[src/rtl/clock_set_ctrl_if.sv]
// Pulse inputs and BCD digit / blink outputs of the time-of-day set controller.
// Inputs are single-cycle pulses; outputs are registered with no backpressure.
interface clock_set_ctrl_if;
    logic       i_sec_tick;
    logic       i_mode_pulse;
    logic       i_inc_pulse;
    logic [1:0] o_hr_tens;
    logic [3:0] o_hr_ones;
    logic [2:0] o_min_tens;
    logic [3:0] o_min_ones;
    logic [2:0] o_sec_tens;
    logic [3:0] o_sec_ones;
    logic       o_pm;
    logic       o_setting;
    logic       o_blink_hr;
    logic       o_blink_min;

    modport master (
        output i_sec_tick, i_mode_pulse, i_inc_pulse,
        input  o_hr_tens, o_hr_ones, o_min_tens, o_min_ones,
        input  o_sec_tens, o_sec_ones, o_pm, o_setting, o_blink_hr, o_blink_min
    );

    modport slave (
        input  i_sec_tick, i_mode_pulse, i_inc_pulse,
        output o_hr_tens, o_hr_ones, o_min_tens, o_min_ones,
        output o_sec_tens, o_sec_ones, o_pm, o_setting, o_blink_hr, o_blink_min
    );
endinterface

[src/rtl/clock_set_ctrl.sv]
// BCD hh:mm:ss clock with RUN/SET_HR/SET_MIN set FSM; 1-cycle latency, all outputs registered.
// No backpressure: every pulse is consumed in the cycle it arrives (mode beats inc when coincident).
module clock_set_ctrl #(
    parameter bit MODE_12H = 1'b0
) (
    input  logic           i_clk,
    input  logic           i_rst_n,
    clock_set_ctrl_if.slave bus
);
    typedef enum logic [1:0] {
        ST_RUN     = 2'd0,
        ST_SET_HR  = 2'd1,
        ST_SET_MIN = 2'd2
    } state_t;

    state_t     r_state;
    logic [1:0] r_hr_tens;
    logic [3:0] r_hr_ones;
    logic [2:0] r_min_tens;
    logic [3:0] r_min_ones;
    logic [2:0] r_sec_tens;
    logic [3:0] r_sec_ones;
    logic       r_pm;
    logic       r_phase;
    logic       r_setting;
    logic       r_blink_hr;
    logic       r_blink_min;

    logic [1:0] w_hr_tens_inc;
    logic [3:0] w_hr_ones_inc;
    logic       w_pm_inc;
    logic [2:0] w_min_tens_inc;
    logic [3:0] w_min_ones_inc;
    logic       w_min_wrap;
    logic [2:0] w_sec_tens_inc;
    logic [3:0] w_sec_ones_inc;
    logic       w_sec_wrap;

    // Hour successor: 12H runs 12,01..11,12 with PM toggling on 11->12.
    always_comb begin
        w_hr_tens_inc = r_hr_tens;
        w_hr_ones_inc = r_hr_ones;
        w_pm_inc      = r_pm;
        if (MODE_12H) begin
            if (r_hr_tens == 2'd1 && r_hr_ones == 4'd2) begin
                w_hr_tens_inc = 2'd0;
                w_hr_ones_inc = 4'd1;
            end else if (r_hr_tens == 2'd1 && r_hr_ones == 4'd1) begin
                w_hr_ones_inc = 4'd2;
                w_pm_inc      = ~r_pm;
            end else if (r_hr_ones == 4'd9) begin
                w_hr_tens_inc = 2'd1;
                w_hr_ones_inc = 4'd0;
            end else begin
                w_hr_ones_inc = r_hr_ones + 4'd1;
            end
        end else begin
            if (r_hr_tens == 2'd2 && r_hr_ones == 4'd3) begin
                w_hr_tens_inc = 2'd0;
                w_hr_ones_inc = 4'd0;
            end else if (r_hr_ones == 4'd9) begin
                w_hr_tens_inc = r_hr_tens + 2'd1;
                w_hr_ones_inc = 4'd0;
            end else begin
                w_hr_ones_inc = r_hr_ones + 4'd1;
            end
        end
    end

    always_comb begin
        w_min_wrap     = (r_min_tens == 3'd5) && (r_min_ones == 4'd9);
        w_min_ones_inc = (r_min_ones == 4'd9) ? 4'd0 : r_min_ones + 4'd1;
        w_min_tens_inc = r_min_tens;
        if (r_min_ones == 4'd9)
            w_min_tens_inc = (r_min_tens == 3'd5) ? 3'd0 : r_min_tens + 3'd1;

        w_sec_wrap     = (r_sec_tens == 3'd5) && (r_sec_ones == 4'd9);
        w_sec_ones_inc = (r_sec_ones == 4'd9) ? 4'd0 : r_sec_ones + 4'd1;
        w_sec_tens_inc = r_sec_tens;
        if (r_sec_ones == 4'd9)
            w_sec_tens_inc = (r_sec_tens == 3'd5) ? 3'd0 : r_sec_tens + 3'd1;
    end

    always_ff @(posedge i_clk or negedge i_rst_n) begin
        if (!i_rst_n) begin
            r_state     <= ST_RUN;
            r_hr_tens   <= MODE_12H ? 2'd1 : 2'd0;
            r_hr_ones   <= MODE_12H ? 4'd2 : 4'd0;
            r_min_tens  <= 3'd0;
            r_min_ones  <= 4'd0;
            r_sec_tens  <= 3'd0;
            r_sec_ones  <= 4'd0;
            r_pm        <= 1'b0;
            r_phase     <= 1'b0;
            r_setting   <= 1'b0;
            r_blink_hr  <= 1'b0;
            r_blink_min <= 1'b0;
        end else begin
            case (r_state)
                ST_RUN: begin
                    if (bus.i_sec_tick) begin
                        r_sec_tens <= w_sec_tens_inc;
                        r_sec_ones <= w_sec_ones_inc;
                        if (w_sec_wrap) begin
                            r_min_tens <= w_min_tens_inc;
                            r_min_ones <= w_min_ones_inc;
                            if (w_min_wrap) begin
                                r_hr_tens <= w_hr_tens_inc;
                                r_hr_ones <= w_hr_ones_inc;
                                r_pm      <= w_pm_inc;
                            end
                        end
                    end
                    if (bus.i_mode_pulse) begin
                        r_state     <= ST_SET_HR;
                        r_phase     <= 1'b0;
                        r_setting   <= 1'b1;
                        r_blink_hr  <= 1'b0;
                        r_blink_min <= 1'b0;
                    end
                end
                ST_SET_HR: begin
                    if (bus.i_mode_pulse) begin
                        r_state     <= ST_SET_MIN;
                        r_phase     <= 1'b0;
                        r_setting   <= 1'b1;
                        r_blink_hr  <= 1'b0;
                        r_blink_min <= 1'b0;
                    end else begin
                        if (bus.i_inc_pulse) begin
                            r_hr_tens <= w_hr_tens_inc;
                            r_hr_ones <= w_hr_ones_inc;
                            r_pm      <= w_pm_inc;
                        end
                        if (bus.i_sec_tick) begin
                            r_phase    <= ~r_phase;
                            r_blink_hr <= ~r_phase;
                        end
                    end
                end
                ST_SET_MIN: begin
                    if (bus.i_mode_pulse) begin
                        // Leaving the set sequence restarts the minute cleanly.
                        r_state     <= ST_RUN;
                        r_sec_tens  <= 3'd0;
                        r_sec_ones  <= 4'd0;
                        r_phase     <= 1'b0;
                        r_setting   <= 1'b0;
                        r_blink_hr  <= 1'b0;
                        r_blink_min <= 1'b0;
                    end else begin
                        if (bus.i_inc_pulse) begin
                            r_min_tens <= w_min_tens_inc;
                            r_min_ones <= w_min_ones_inc;
                        end
                        if (bus.i_sec_tick) begin
                            r_phase     <= ~r_phase;
                            r_blink_min <= ~r_phase;
                        end
                    end
                end
                default: begin
                    r_state     <= ST_RUN;
                    r_phase     <= 1'b0;
                    r_setting   <= 1'b0;
                    r_blink_hr  <= 1'b0;
                    r_blink_min <= 1'b0;
                end
            endcase
        end
    end

    assign bus.o_hr_tens   = r_hr_tens;
    assign bus.o_hr_ones   = r_hr_ones;
    assign bus.o_min_tens  = r_min_tens;
    assign bus.o_min_ones  = r_min_ones;
    assign bus.o_sec_tens  = r_sec_tens;
    assign bus.o_sec_ones  = r_sec_ones;
    assign bus.o_pm        = r_pm;
    assign bus.o_setting   = r_setting;
    assign bus.o_blink_hr  = r_blink_hr;
    assign bus.o_blink_min = r_blink_min;
endmodule
[src/flat_wrapper.sv]
// flat-port wrapper written by rule: the top's interface ports become plain ports
module clock_set_ctrl_flat 
#(
    parameter bit MODE_12H = 1'b0
)
  (i_clk, i_rst_n, bus_i_sec_tick, bus_i_mode_pulse, bus_i_inc_pulse, bus_o_hr_tens, bus_o_hr_ones, bus_o_min_tens, bus_o_min_ones, bus_o_sec_tens, bus_o_sec_ones, bus_o_pm, bus_o_setting, bus_o_blink_hr, bus_o_blink_min);
  clock_set_ctrl_if bus_i ();
  input  logic i_clk;
  input  logic i_rst_n;
  input wire logic [$bits(bus_i.i_sec_tick)-1:0] bus_i_sec_tick;
  input wire logic [$bits(bus_i.i_mode_pulse)-1:0] bus_i_mode_pulse;
  input wire logic [$bits(bus_i.i_inc_pulse)-1:0] bus_i_inc_pulse;
  output wire logic [$bits(bus_i.o_hr_tens)-1:0] bus_o_hr_tens;
  output wire logic [$bits(bus_i.o_hr_ones)-1:0] bus_o_hr_ones;
  output wire logic [$bits(bus_i.o_min_tens)-1:0] bus_o_min_tens;
  output wire logic [$bits(bus_i.o_min_ones)-1:0] bus_o_min_ones;
  output wire logic [$bits(bus_i.o_sec_tens)-1:0] bus_o_sec_tens;
  output wire logic [$bits(bus_i.o_sec_ones)-1:0] bus_o_sec_ones;
  output wire logic [$bits(bus_i.o_pm)-1:0] bus_o_pm;
  output wire logic [$bits(bus_i.o_setting)-1:0] bus_o_setting;
  output wire logic [$bits(bus_i.o_blink_hr)-1:0] bus_o_blink_hr;
  output wire logic [$bits(bus_i.o_blink_min)-1:0] bus_o_blink_min;
  assign bus_i.i_sec_tick = bus_i_sec_tick;
  assign bus_i.i_mode_pulse = bus_i_mode_pulse;
  assign bus_i.i_inc_pulse = bus_i_inc_pulse;
  assign bus_o_hr_tens = bus_i.o_hr_tens;
  assign bus_o_hr_ones = bus_i.o_hr_ones;
  assign bus_o_min_tens = bus_i.o_min_tens;
  assign bus_o_min_ones = bus_i.o_min_ones;
  assign bus_o_sec_tens = bus_i.o_sec_tens;
  assign bus_o_sec_ones = bus_i.o_sec_ones;
  assign bus_o_pm = bus_i.o_pm;
  assign bus_o_setting = bus_i.o_setting;
  assign bus_o_blink_hr = bus_i.o_blink_hr;
  assign bus_o_blink_min = bus_i.o_blink_min;
  clock_set_ctrl #(.MODE_12H(MODE_12H)) u_core (.i_clk(i_clk), .i_rst_n(i_rst_n), .bus(bus_i));
endmodule
[config.mk]
export PLATFORM = sky130hd
export DESIGN_NAME = clock_set_ctrl_flat
export DESIGN_NICKNAME = d
export VERILOG_FILES = /design/src/rtl/clock_set_ctrl_if.sv /design/src/rtl/clock_set_ctrl.sv /design/src/flat_wrapper.sv
export SDC_FILE = /design/constraint.sdc
export NUM_CORES = 1
export LEC_CHECK = 0
export ABC_AREA = 1
export CORE_UTILIZATION = 56
export DETAILED_ROUTE_END_ITERATION = 8
export PLACE_DENSITY = 0.95
export SYNTH_ARGS = -nofsm -noshare
export SYNTH_HDL_FRONTEND = slang
export SYNTH_SLANG_ARGS = --single-unit
[constraint.sdc]
create_clock -name i_clk -period 3.15 [get_ports i_clk]
set_input_delay 0.63 -clock i_clk [delete_from_list [all_inputs] [get_ports i_clk]]
set_output_delay 0.63 -clock i_clk [all_outputs]
set_load 0.01 [all_outputs]
* After elaboration in Yosys (flattened, before gate mapping) *
Index checks and enable logic that the tools add are counted.

storage, ports and cells
  bits in registers = 26
  bits of input ports = 5

operators by class
  $add $sub $neg = 6
  equal/unequal tests = 25
  muxes and demuxes = 50
  bitwise operators = 1
  reduce and logical (&&, ||, !) cells = 18

operators by type and width
  kind                   count
  $mux W4                15
  $mux W3                10
  $pmux W4 S2            3
  $mux W2                10
  $ne A2 B2 Y1 const B   8
  $add A4 B1 Y4 const B  3
  $eq A4 B4 Y1 const B   3
  $pmux W3 S2            2
  $ne A2 B1 Y1 const B   5
  $pmux W1 S2            4
  $reduce_and A2 Y1      4
  $add A3 B1 Y3 const B  2
  $eq A3 B3 Y1 const B   2
  $ne A3 B3 Y1 const B   2
  $pmux W2 S3            1
  $reduce_and A3 Y1      2
  $reduce_and A6 Y1      1
  $reduce_or A2 Y1       3
  $reduce_and A5 Y1      1
  $eq A2 B2 Y1 const B   2
  $eq A4 B2 Y1 const B   1
  $mux W1                4
  $pmux W2 S2            1
  $reduce_and A4 Y1      1
  other kinds (7)        10

* Logic depth before layout (Yosys ltp) *
Gate-level depths: netlist (run 1).

  depth in word-level cells = 7
  depth in mapped cells = 11
  mapped depth without buffers = 10

* Least setup slack after synthesis (run 1) *
Ideal clock, no wire load.

  path kind = flip-flop to flip-flop
  start point = reg u_core.r_state[0]
  end point = reg u_core.r_sec_tens[0], in the netlist u_core.bus.o_sec_tens[0]
  setup time = 0.119 ns
  arrival = 1.365 ns
  required time = 3.031 ns
  slack = 1.666 ns
  stages on the path, launching flop included = 9
  path buffers = 1
  clock period less this slack = 1.484 ns
  path through = dfrtp_1 > inv_1 > ha_1 > buf_4 > nand2_1 > nand3_2 > nor2_4 > o21ai_0 > o21a_1

between the ends
  word-level cells in the longest chain between the ends = 3
  elaborated cells on any way between the ends = 8
  those cells by class = eq/ne (4); mux (1); reduce/logical (3)

RTL lines
  element                                                  line                   RTL
  start, declared                                          clock_set_ctrl.sv:16   state_t r_state;
  start signal, assigned                                   clock_set_ctrl.sv:86   r_state <= ST_RUN;
  start signal, assigned                                   clock_set_ctrl.sv:115  r_state <= ST_SET_HR;
  start signal, assigned                                   clock_set_ctrl.sv:124  r_state <= ST_SET_MIN;
  $eq A2 B2 Y1 / $logic_not A2 Y1 (equally long branches)  clock_set_ctrl.sv:99   case (r_state)
  $ne A2 B2 Y1 (no line) (tied with other cells)           -
  $reduce_and A4 Y1 (no line)                              -
  end signal, assigned                                     clock_set_ctrl.sv:102  r_sec_tens <= w_sec_tens_inc;
  end, declared                                            clock_set_ctrl.sv:21   logic [2:0] r_sec_tens;

Parallel ways exist; a longest one is shown, timed or not.
A chain may end at the register's enable or synchronous reset.

* Worst setup path in the final report (run 1) *
  start point = reg u_core.r_sec_tens[0], in the netlist u_core.bus.o_sec_tens[0]
  end point = out bus_o_sec_tens[0]

RTL lines
  element        line                RTL
  end, declared  flat_wrapper.sv:17  output wire logic [$bits(bus_i.o_sec_tens)-1:0] bus_o_sec_tens;

No word-level cell between the ends.

==> results.yml, run 1 <==
sta:
  hold_viol: 0
  finalMaxSlewViolations: 0
  period_share_pct: 64.9
  grt_setup_unrepaired: "no"
  post-route-min-period_ns: 2.04
  setup_violations: 0
  tns_ns: 0
  worst_slack_ns: 1.11
  fmax_mhz: 489
  fin_worst_skew_ns: 0.00960
yosys:
  synth_area_per_cell_um2: 7.40
  ys_ff_latch: 26
  async_reset_ff_share_pct: 100
  yosys.area.top_type_share_pct: 39.8
  synth-adder-area-share_pct: 5.36
  synth_cells: 221
  ys.flop_type: "dfrtp_1"
  synthMuxAreaShare_pct: 0
  yosys.area_share.simple_pct: 32.7
  synth_area_um2: 1640
  ys_seq_area_share_pct: 39.8
  synth_top_area_cell: "dfrtp_1"
  yosysUniqueCellTypes: 26
  syn_nets: 233
  synthXorXnorAreaFrac_pct: 1.61
  yosys_warnings: 0
  synth_edf_count: 0
  synth-compound-area-share_pct: 9.49
  netlist_top_cells_area: "dfrtp_1 40%, nand2_1 13%, inv_1 7.6%, nor2_1 5.7%, ha_1 5.4%"
  synth_top_family_by_area: "simple AND/OR/NAND/NOR gates"
routing:
  wirelength_um: 3210
  routed_via_density: 5.30
  drtPass1Iterations: 4
  drc_errors: 0
  drt_first_iter_violations: 22
  ant_nets: 0
  vias: 1479
  drt-wirelength-per-cell_um: 11.5
pwr:
  ir_drop_uv: 676
  pwr-share-comb_pct: 58.2
  p_seq_share_pct: 32.9
  pwr-share-clk_pct: 9.0
  pwr_density_cell_nw_per_um2: 984
  intPower_mw: 1.03
  switching_share_pct: 46.3
  power_leakage_nw: 0.989
  power.net_switching_mw: 0.884
floorplanning:
  fp.coreArea_um2: 2760
  fp.dieH_um: 56.0
  boundaryPins: 29
  die_area_um2: 3140
  die_x_um: 56.0
  start_util_pct: 59.3
  rows: 19
setup_path:
  path_class: "reg -> out"
  max_stage_delay_ns: 0.59
  crit_slowest_cell: "clkdlybuf4s50_1"
  endpoint_kind: "output pin"
  crit_arrival_ns: 1.41
  critPathTopFamily: "buffers and inverters"
  crit_fanout: 8
  crit_required_ns: 2.52
  path_cells: "clkdlybuf4s50_1"
  crit_buf_inv: 1
  start_kind: "flip-flop"
layout:
  multiInputGateArea_um2: 808
  final_core_util_pct: 70.5
  regArea_um2: 651
  final_nets: 261
  area_growth_pct: 18.8
  fill_cells: 213
  layout.cells.most_common: "nand2_1"
  layout_common_cells: "58 x nand2_1, 33 x inv_1, 27 x clkdlybuf4s50_1, 26 x dfrtp_1, 25 x nor2_1"
  insertedDiodeCount: 0
  drive_gt1_share_pct: 7.26
  final-instance-count-excl-fill: 279
place:
  io_buffers: 27
  placed_cells: 275
  dp_hpwl_um: 2420
  globalplace.congestion: 0.853
  dp_slack_ns: 0.869
cts:
  cts_sinks: 26
  cts.repair.resized: 0
  cts_max_level: 1
  postCtsSetupBuffers: 0
  clk_pin_slew_ns: 0.15
  clockBufferDepth: 2
  root_buffer: "clkbuf_4"
  postCtsHoldBufs: 0
  cts_buffers: 3
  clk_latency_ns: 0.32
  tritoncts: "done"
global_route:
  grt_start_max_net_pins: 27
  first_global_vias: 1402
  antenna_found_initial: 0
  grt_pass1_wl_um: 5660
  grt-ovfl-total: 0
  track_usage_pct: 22.3
flow_run:
  drv_cap: 0
min_path:
  hold_class: "reg -> reg"
outcome:
  outcome: "finished clean"
[metal layers]
metal  share of wire [%]  track usage (%)
met1                  44             27.9
met2                  51             40.3
met3                 3.8             2.79
met4                0.81             6.27
met5                   0                0
[path summary, 6_finish.rpt]
kind,from,end,slack (ns),depth (start not counted)
max reg2reg,u_core.bus.o_sec_ones[1]$_DFFE_PN0P_,u_core.bus.o_min_ones[2]$_DFFE_PN0P_,1.34,8
min,u_core.bus.o_hr_tens[1]$_DFFE_PN0P_,u_core.bus.o_hr_tens[1]$_DFFE_PN0P_,0.52,2
max in group asynchronous,i_rst_n,u_core.bus.o_hr_ones[2]$_DFFE_PN0P_,2.23,2
min in group asynchronous,i_rst_n,u_core.bus.o_min_ones[1]$_DFFE_PN0P_,0.66,2
max,u_core.bus.o_sec_tens[0]$_DFFE_PN0P_,bus_o_sec_tens[0],1.11,1
min reg2reg,u_core.bus.o_hr_tens[1]$_DFFE_PN0P_,u_core.bus.o_hr_tens[1]$_DFFE_PN0P_,0.52,2
[metrics by stage]
stage                     hold WS [ns]  power, mW  area, um^2
after floorplan                  0.334       1.38        1640
after global placement           0.486       1.70        1910
after detailed placement         0.491       1.74        1910
after CTS                        0.525       1.92        1940
after global routing             0.571       2.09        1940
final                            0.519       1.91        1940
[cells in the mapped netlist (2+ instances only)]
cell type,instances
inv_2,2
nand3_1,14
a21oi_1,9
nand3_2,2
nor2_1,25
buf_6,2
xor2_1,3
nand4_1,12
dfrtp_1,26
o21ai_0,9
buf_4,3
nand2_1,58
inv_1,33
nand2_2,3
nor2_4,2
a22oi_1,2
ha_1,7
[layout make-up]
class | instances | share of cell area [%]
Clock buffer | 4 | 1.87
Inverter | 35 | 6.76
Multi-Input combinational cell | 155 | 41.6
Sequential cell | 26 | 33.5
Tap cell | 31 | 2.00
Timing Repair Buffer | 28 | 14.3
[sequential cells by signal, indices dropped and copies added (netlist names)]
| signal | cells |
|---|---|
| u_core.bus.o_hr_ones | 4 |
| u_core.bus.o_blink_min | 1 |
| u_core.r_phase | 1 |
| u_core.bus.o_sec_tens | 3 |
| u_core.bus.o_sec_ones | 4 |
| u_core.bus.o_setting | 1 |
| u_core.bus.o_hr_tens | 2 |
| u_core.bus.o_blink_hr | 1 |
| u_core.bus.o_min_ones | 4 |
| u_core.r_state | 2 |
| u_core.bus.o_min_tens | 3 |
[logic make-up after synthesis]
kind of cell / Yosys count
simple gates: 118
buf+inv: 40
compound gates: 26
flops: 26
fa+ha+maj: 7
xor+xnor: 3
other cells: 1
[power by group through the flow]
stage	combinational [mW]	clock, mW	sequential, mW
global placement	1.07	0	0.628
finish	1.11	0.171	0.628
global route	1.25	0.184	0.652
detailed placement	1.11	0	0.633
floorplan	0.714	0	0.661
CTS	1.12	0.174	0.626
No activity file was read; power rests on OpenSTA's default activity.
==> run 2: changes to the inputs <==
Settings changed: CORE_UTILIZATION 56 to 52, PLACE_DENSITY 0.95 to 0.91.
Clock period 3.15 ns to 2.02 ns, I/O delays scaled along.
==> run 2 against run 1 <==
Compared with the run above: critical path depth is 7 higher; combinational power rose by 59%; register-to-register slack worse by 1.1 ns; worst hold slack worse by 0.093 ns; sequential power up 57%; flip-flop and latch count is the same; largest cell class unchanged.
==> results.yml, run 2 (synthesized netlist as in run 1, its figures left out) <==
outcome:
  outcome: "finished clean"
global_route:
  grt-ovfl-total: 0
  grt_pass1_wl_um: 5660
  first_global_vias: 1393
  grt.busiest_layer: "met2"
  met3_usage_pct: 4.69
  grt_util_met1_pct: 28.1
  track_usage_pct: 21.4
  use_met2_pct: 36.1
  antenna_found_initial: 0
  grt_start_max_net_pins: 27
sta:
  tns_ns: 0
  post-route-min-period_ns: 1.80
  setup_violations: 0
  worst_slack_ns: 0.220
  fmax_mhz: 555
  period_share_pct: 89.1
  fin_worst_skew_ns: 0.00233
  grt_setup_unrepaired: "no"
  finalMaxSlewViolations: 0
  hold_viol: 0
floorplanning:
  fp.dieH_um: 58.1
  rows: 19
  die_x_um: 58.1
  fp.coreArea_um2: 2880
  start_util_pct: 56.9
  boundaryPins: 29
  die_area_um2: 3370
setup_path:
  crit_top_cell: "nand2_1"
  crit_arrival_ns: 2.02
  endpoint_kind: "flip-flop"
  crit_slowest_cell: "dfrtp_1"
  max_stage_delay_ns: 0.45
  path_class: "reg -> reg"
  start_kind: "flip-flop"
  crit_required_ns: 2.24
  path_cells: "inv_1 > ha_1 > nand2_1 > nand3_2 > inv_2 > nand2_1 > xor2_1 > nor2_1"
  crit_fanout: 10
cts:
  tritoncts: "done"
  cts.repair.resized: 0
  postCtsHoldBufs: 0
  postCtsSetupBuffers: 0
  cts_buffers: 3
  clockBufferDepth: 2
  clk_pin_slew_ns: 0.14
  cts_max_level: 1
  root_buffer: "clkbuf_4"
  cts_sinks: 26
  clk_latency_ns: 0.32
pwr:
  power_leakage_nw: 1.00
  finalPower_mw: 3.01
  ir_drop_uv: 881
  pwr_density_cell_nw_per_um2: 1520
routing:
  drc_errors: 0
  ant_nets: 0
  routed_via_density: 4.97
  drt-wirelength-per-cell_um: 10.7
  drtPass1Iterations: 4
  wirelength_um: 3130
  drt_first_iter_violations: 36
  vias: 1457
layout:
  area_growth_pct: 21.0
  insertedDiodeCount: 0
  drive_gt1_share_pct: 8.37
  fill_cells: 242
  final_core_util_pct: 68.8
  layout_common_cells: "58 x nand2_1, 33 x inv_1, 27 x clkdlybuf4s50_1, 26 x dfrtp_1, 25 x nor2_1"
  layout.cells.most_common: "nand2_1"
  final_nets: 264
place:
  io_buffers: 27
  dp_slack_ns: 0.247
  globalplace.congestion: 0.849
  dp_hpwl_um: 2400
min_path:
  hold_class: "in -> async"
flow_run:
  drv_cap: 0
[run 2: cell types whose count changed in the layout (fill, tap and decap cells not counted)]
cell   before  now
buf_4       1    4
[run 2: final cells by class]
type,count,area [um^2],share of cell area [%]
multi-input cells,155,808,40.8
well taps,42,52.6,2.65
clock buffers,4,36.3,1.83
repair buffers,31,300,15.2
flip-flops and latches,26,651,32.9
inverters,35,131,6.64
[run 2: final timing paths]
| path | cells past startpoint | slack (ns) | start | to |
|---|---|---|---|---|
| max in group asynchronous | 2 | 1.35 | i_rst_n | u_core.bus.o_setting$_DFFE_PN0P_ |
| max reg2reg | 8 | 0.22 | u_core.r_state[0]$_DFFE_PN0P_ | u_core.bus.o_sec_ones[3]$_DFFE_PN0P_ |
| min in group i_clk | 2 | 0.52 | u_core.bus.o_hr_tens[1]$_DFFE_PN0P_ | u_core.bus.o_hr_tens[1]$_DFFE_PN0P_ |
| max | 8 | 0.22 | u_core.r_state[0]$_DFFE_PN0P_ | u_core.bus.o_sec_ones[3]$_DFFE_PN0P_ |
| min | 2 | 0.43 | i_rst_n | u_core.bus.o_min_ones[1]$_DFFE_PN0P_ |
| min reg2reg | 2 | 0.52 | u_core.bus.o_hr_tens[1]$_DFFE_PN0P_ | u_core.bus.o_hr_tens[1]$_DFFE_PN0P_ |
[run 2: stage by stage]
step                area [um^2]  std cells  hold WS [ns]
global placement           1940        289         0.490
floorplan                  1640        221         0.108
global route               1980        293         0.456
finish                     1980        293         0.426
detailed placement         1940        289         0.495
CTS                        1980        293         0.431
[run 2: metal layers]
layer  vias to the layer above  routed length [um]
met4                         0                  10
met3                         2                 129
met2                        37                1520
li1                        762                   -
met1                       656                1480
met5                         -                   0
[run 2: power by group]
| group | switching [mW] | internal, mW | total (mW) |
|---|---|---|---|
| combinational | 0.980 | 0.788 | 1.77 |
| clock | 0.151 | 0.110 | 0.261 |
| sequential | 0.244 | 0.739 | 0.983 |
| total | 1.37 | 1.64 | 3.01 |
[run 2: critical path: cells and delay by family (launching register included)]
kind | cells | cell delay (ns)
adders and majority gates | 1 | 0.44
DFF | 1 | 0.45
buffers and inverters | 2 | 0.19
xor gates and xnor gates | 1 | 0.16
and+or+nand+nor | 4 | 0.45
==> run 3: changes to the inputs <==
Settings changed: CORE_UTILIZATION 52 to 56, PLACE_DENSITY 0.91 to 0.95.
Clock period 2.02 ns to 2.2 ns, I/O delays scaled along.
==> run 3 against run 2 <==
Compared with the run above: combinational power shrank 8%; via count up 0.62%; worst setup slack improved by 0.14 ns; critical path type is now reg -> out; largest power group unchanged.
==> results.yml, run 3 (synthesized netlist as in run 1, its figures left out) <==
outcome:
  outcome: "finished clean"
layout:
  finalInstanceArea_um2: 1950
  layout.cells.most_common: "nand2_1"
  final_core_util_pct: 70.7
  final_nets: 262
  final-instance-count-excl-fill: 280
  insertedDiodeCount: 0
  layout_common_cells: "58 x nand2_1, 33 x inv_1, 27 x clkdlybuf4s50_1, 26 x dfrtp_1, 25 x nor2_1"
  area_growth_pct: 19.3
  fill_cells: 203
  drive_gt1_share_pct: 7.63
sta:
  fmax_mhz: 542
  hold_viol: 0
  tns_ns: 0
  period_share_pct: 83.9
  grt_setup_unrepaired: "no"
  fin_worst_skew_ns: 0.00874
  post-route-min-period_ns: 1.84
  finalMaxSlewViolations: 0
  setup_violations: 0
routing:
  drtPass1Iterations: 5
  ant_nets: 0
  drt_first_iter_violations: 53
  wirelength_um: 3290
  routed_via_density: 5.24
  vias: 1466
  drt-wirelength-per-cell_um: 11.8
  drc_errors: 0
floorplanning:
  fp.coreArea_um2: 2760
  boundaryPins: 29
  fp.dieH_um: 56.0
  rows: 19
  die_x_um: 56.0
  die_area_um2: 3140
  start_util_pct: 59.3
global_route:
  grt_start_max_net_pins: 27
  grt_pass1_wl_um: 5820
  antenna_found_initial: 0
  track_usage_pct: 23.1
  first_global_vias: 1428
  grt-ovfl-total: 0
pwr:
  ir_drop_uv: 1120
  power_leakage_nw: 0.994
  pwr_density_cell_nw_per_um2: 1420
setup_path:
  path_cells: "clkdlybuf4s50_1"
  path_class: "reg -> out"
  crit_required_ns: 1.76
  endpoint_kind: "output pin"
  crit_slowest_cell: "clkdlybuf4s50_1"
  crit_fanout: 7
  critPathTopFamily: "buffers and inverters"
  start_kind: "flip-flop"
  crit_buf_inv: 1
  max_stage_delay_ns: 0.58
  crit_arrival_ns: 1.40
cts:
  clk_pin_slew_ns: 0.15
  tritoncts: "done"
  postCtsHoldBufs: 0
  clockBufferDepth: 2
  clk_latency_ns: 0.32
  root_buffer: "clkbuf_4"
  cts_sinks: 26
  postCtsSetupBuffers: 0
  cts_buffers: 3
  cts.repair.resized: 0
  cts_max_level: 1
min_path:
  hold_class: "in -> async"
place:
  io_buffers: 27
  placed_cells: 276
  place_area_um2: 1910
  globalplace.congestion: 0.803
  dp_hpwl_um: 2540
flow_run:
  drv_cap: 0
==> run 3: changes by cell type in the layout (fill, tap and decap cells not counted) <==
cell	change
buf_4	-2
==> run 3: metrics by stage <==
step	setup WS, ns	hold WS, ns	power (mW)
after detailed placement	0.253	0.515	2.53
after floorplan	0.716	0.144	1.97
after CTS	0.358	0.480	2.77
final	0.355	0.458	2.77
after global placement	0.304	0.493	2.46
after global routing	0.209	0.515	3.03
==> run 3: cell type report <==
cell class	instances	area [um^2]	area share [%]
timing repair buffer	29	285	14.6
sequential	26	651	33.4
inverter	35	131	6.74
clock buffer	4	36.3	1.86
tap	31	38.8	1.99
multi-input combinational	155	808	41.4
==> run 3: worst paths after layout <==
path	from	to	slack, ns	depth (start not counted)
hold / removal	i_rst_n	u_core.bus.o_hr_tens[1]$_DFFE_PN0P_	0.46	2
hold reg to reg	u_core.bus.o_hr_tens[1]$_DFFE_PN0P_	u_core.bus.o_hr_tens[1]$_DFFE_PN0P_	0.54	2
setup reg to reg	u_core.r_state[0]$_DFFE_PN0P_	u_core.bus.o_sec_tens[2]$_DFFE_PN0P_	0.38	9
max in group asynchronous	i_rst_n	u_core.bus.o_sec_ones[3]$_DFFE_PN0P_	1.50	2
setup / recovery	u_core.bus.o_hr_ones[0]$_DFFE_PN0P_	bus_o_hr_ones[0]	0.36	1
min in group i_clk	u_core.bus.o_hr_tens[1]$_DFFE_PN0P_	u_core.bus.o_hr_tens[1]$_DFFE_PN0P_	0.54	2
==> run 3: layer usage <==
metal  vias to the layer above  routed length, um  GRT usage [%]
li1                        759                  -              -
met1                       664               1490           28.4
met2                        35               1610           41.0
met3                         8                129           2.79
met4                         0                 58           9.06
met5                         -                  0              0
==> run 3: report_power, final <==
group,switching [mW],leakage (nW),internal (mW)
combinational,0.907,0.645,0.708
sequential,0.226,0.328,0.679
clock,0.145,0.0210,0.101
total,1.28,0.994,1.49
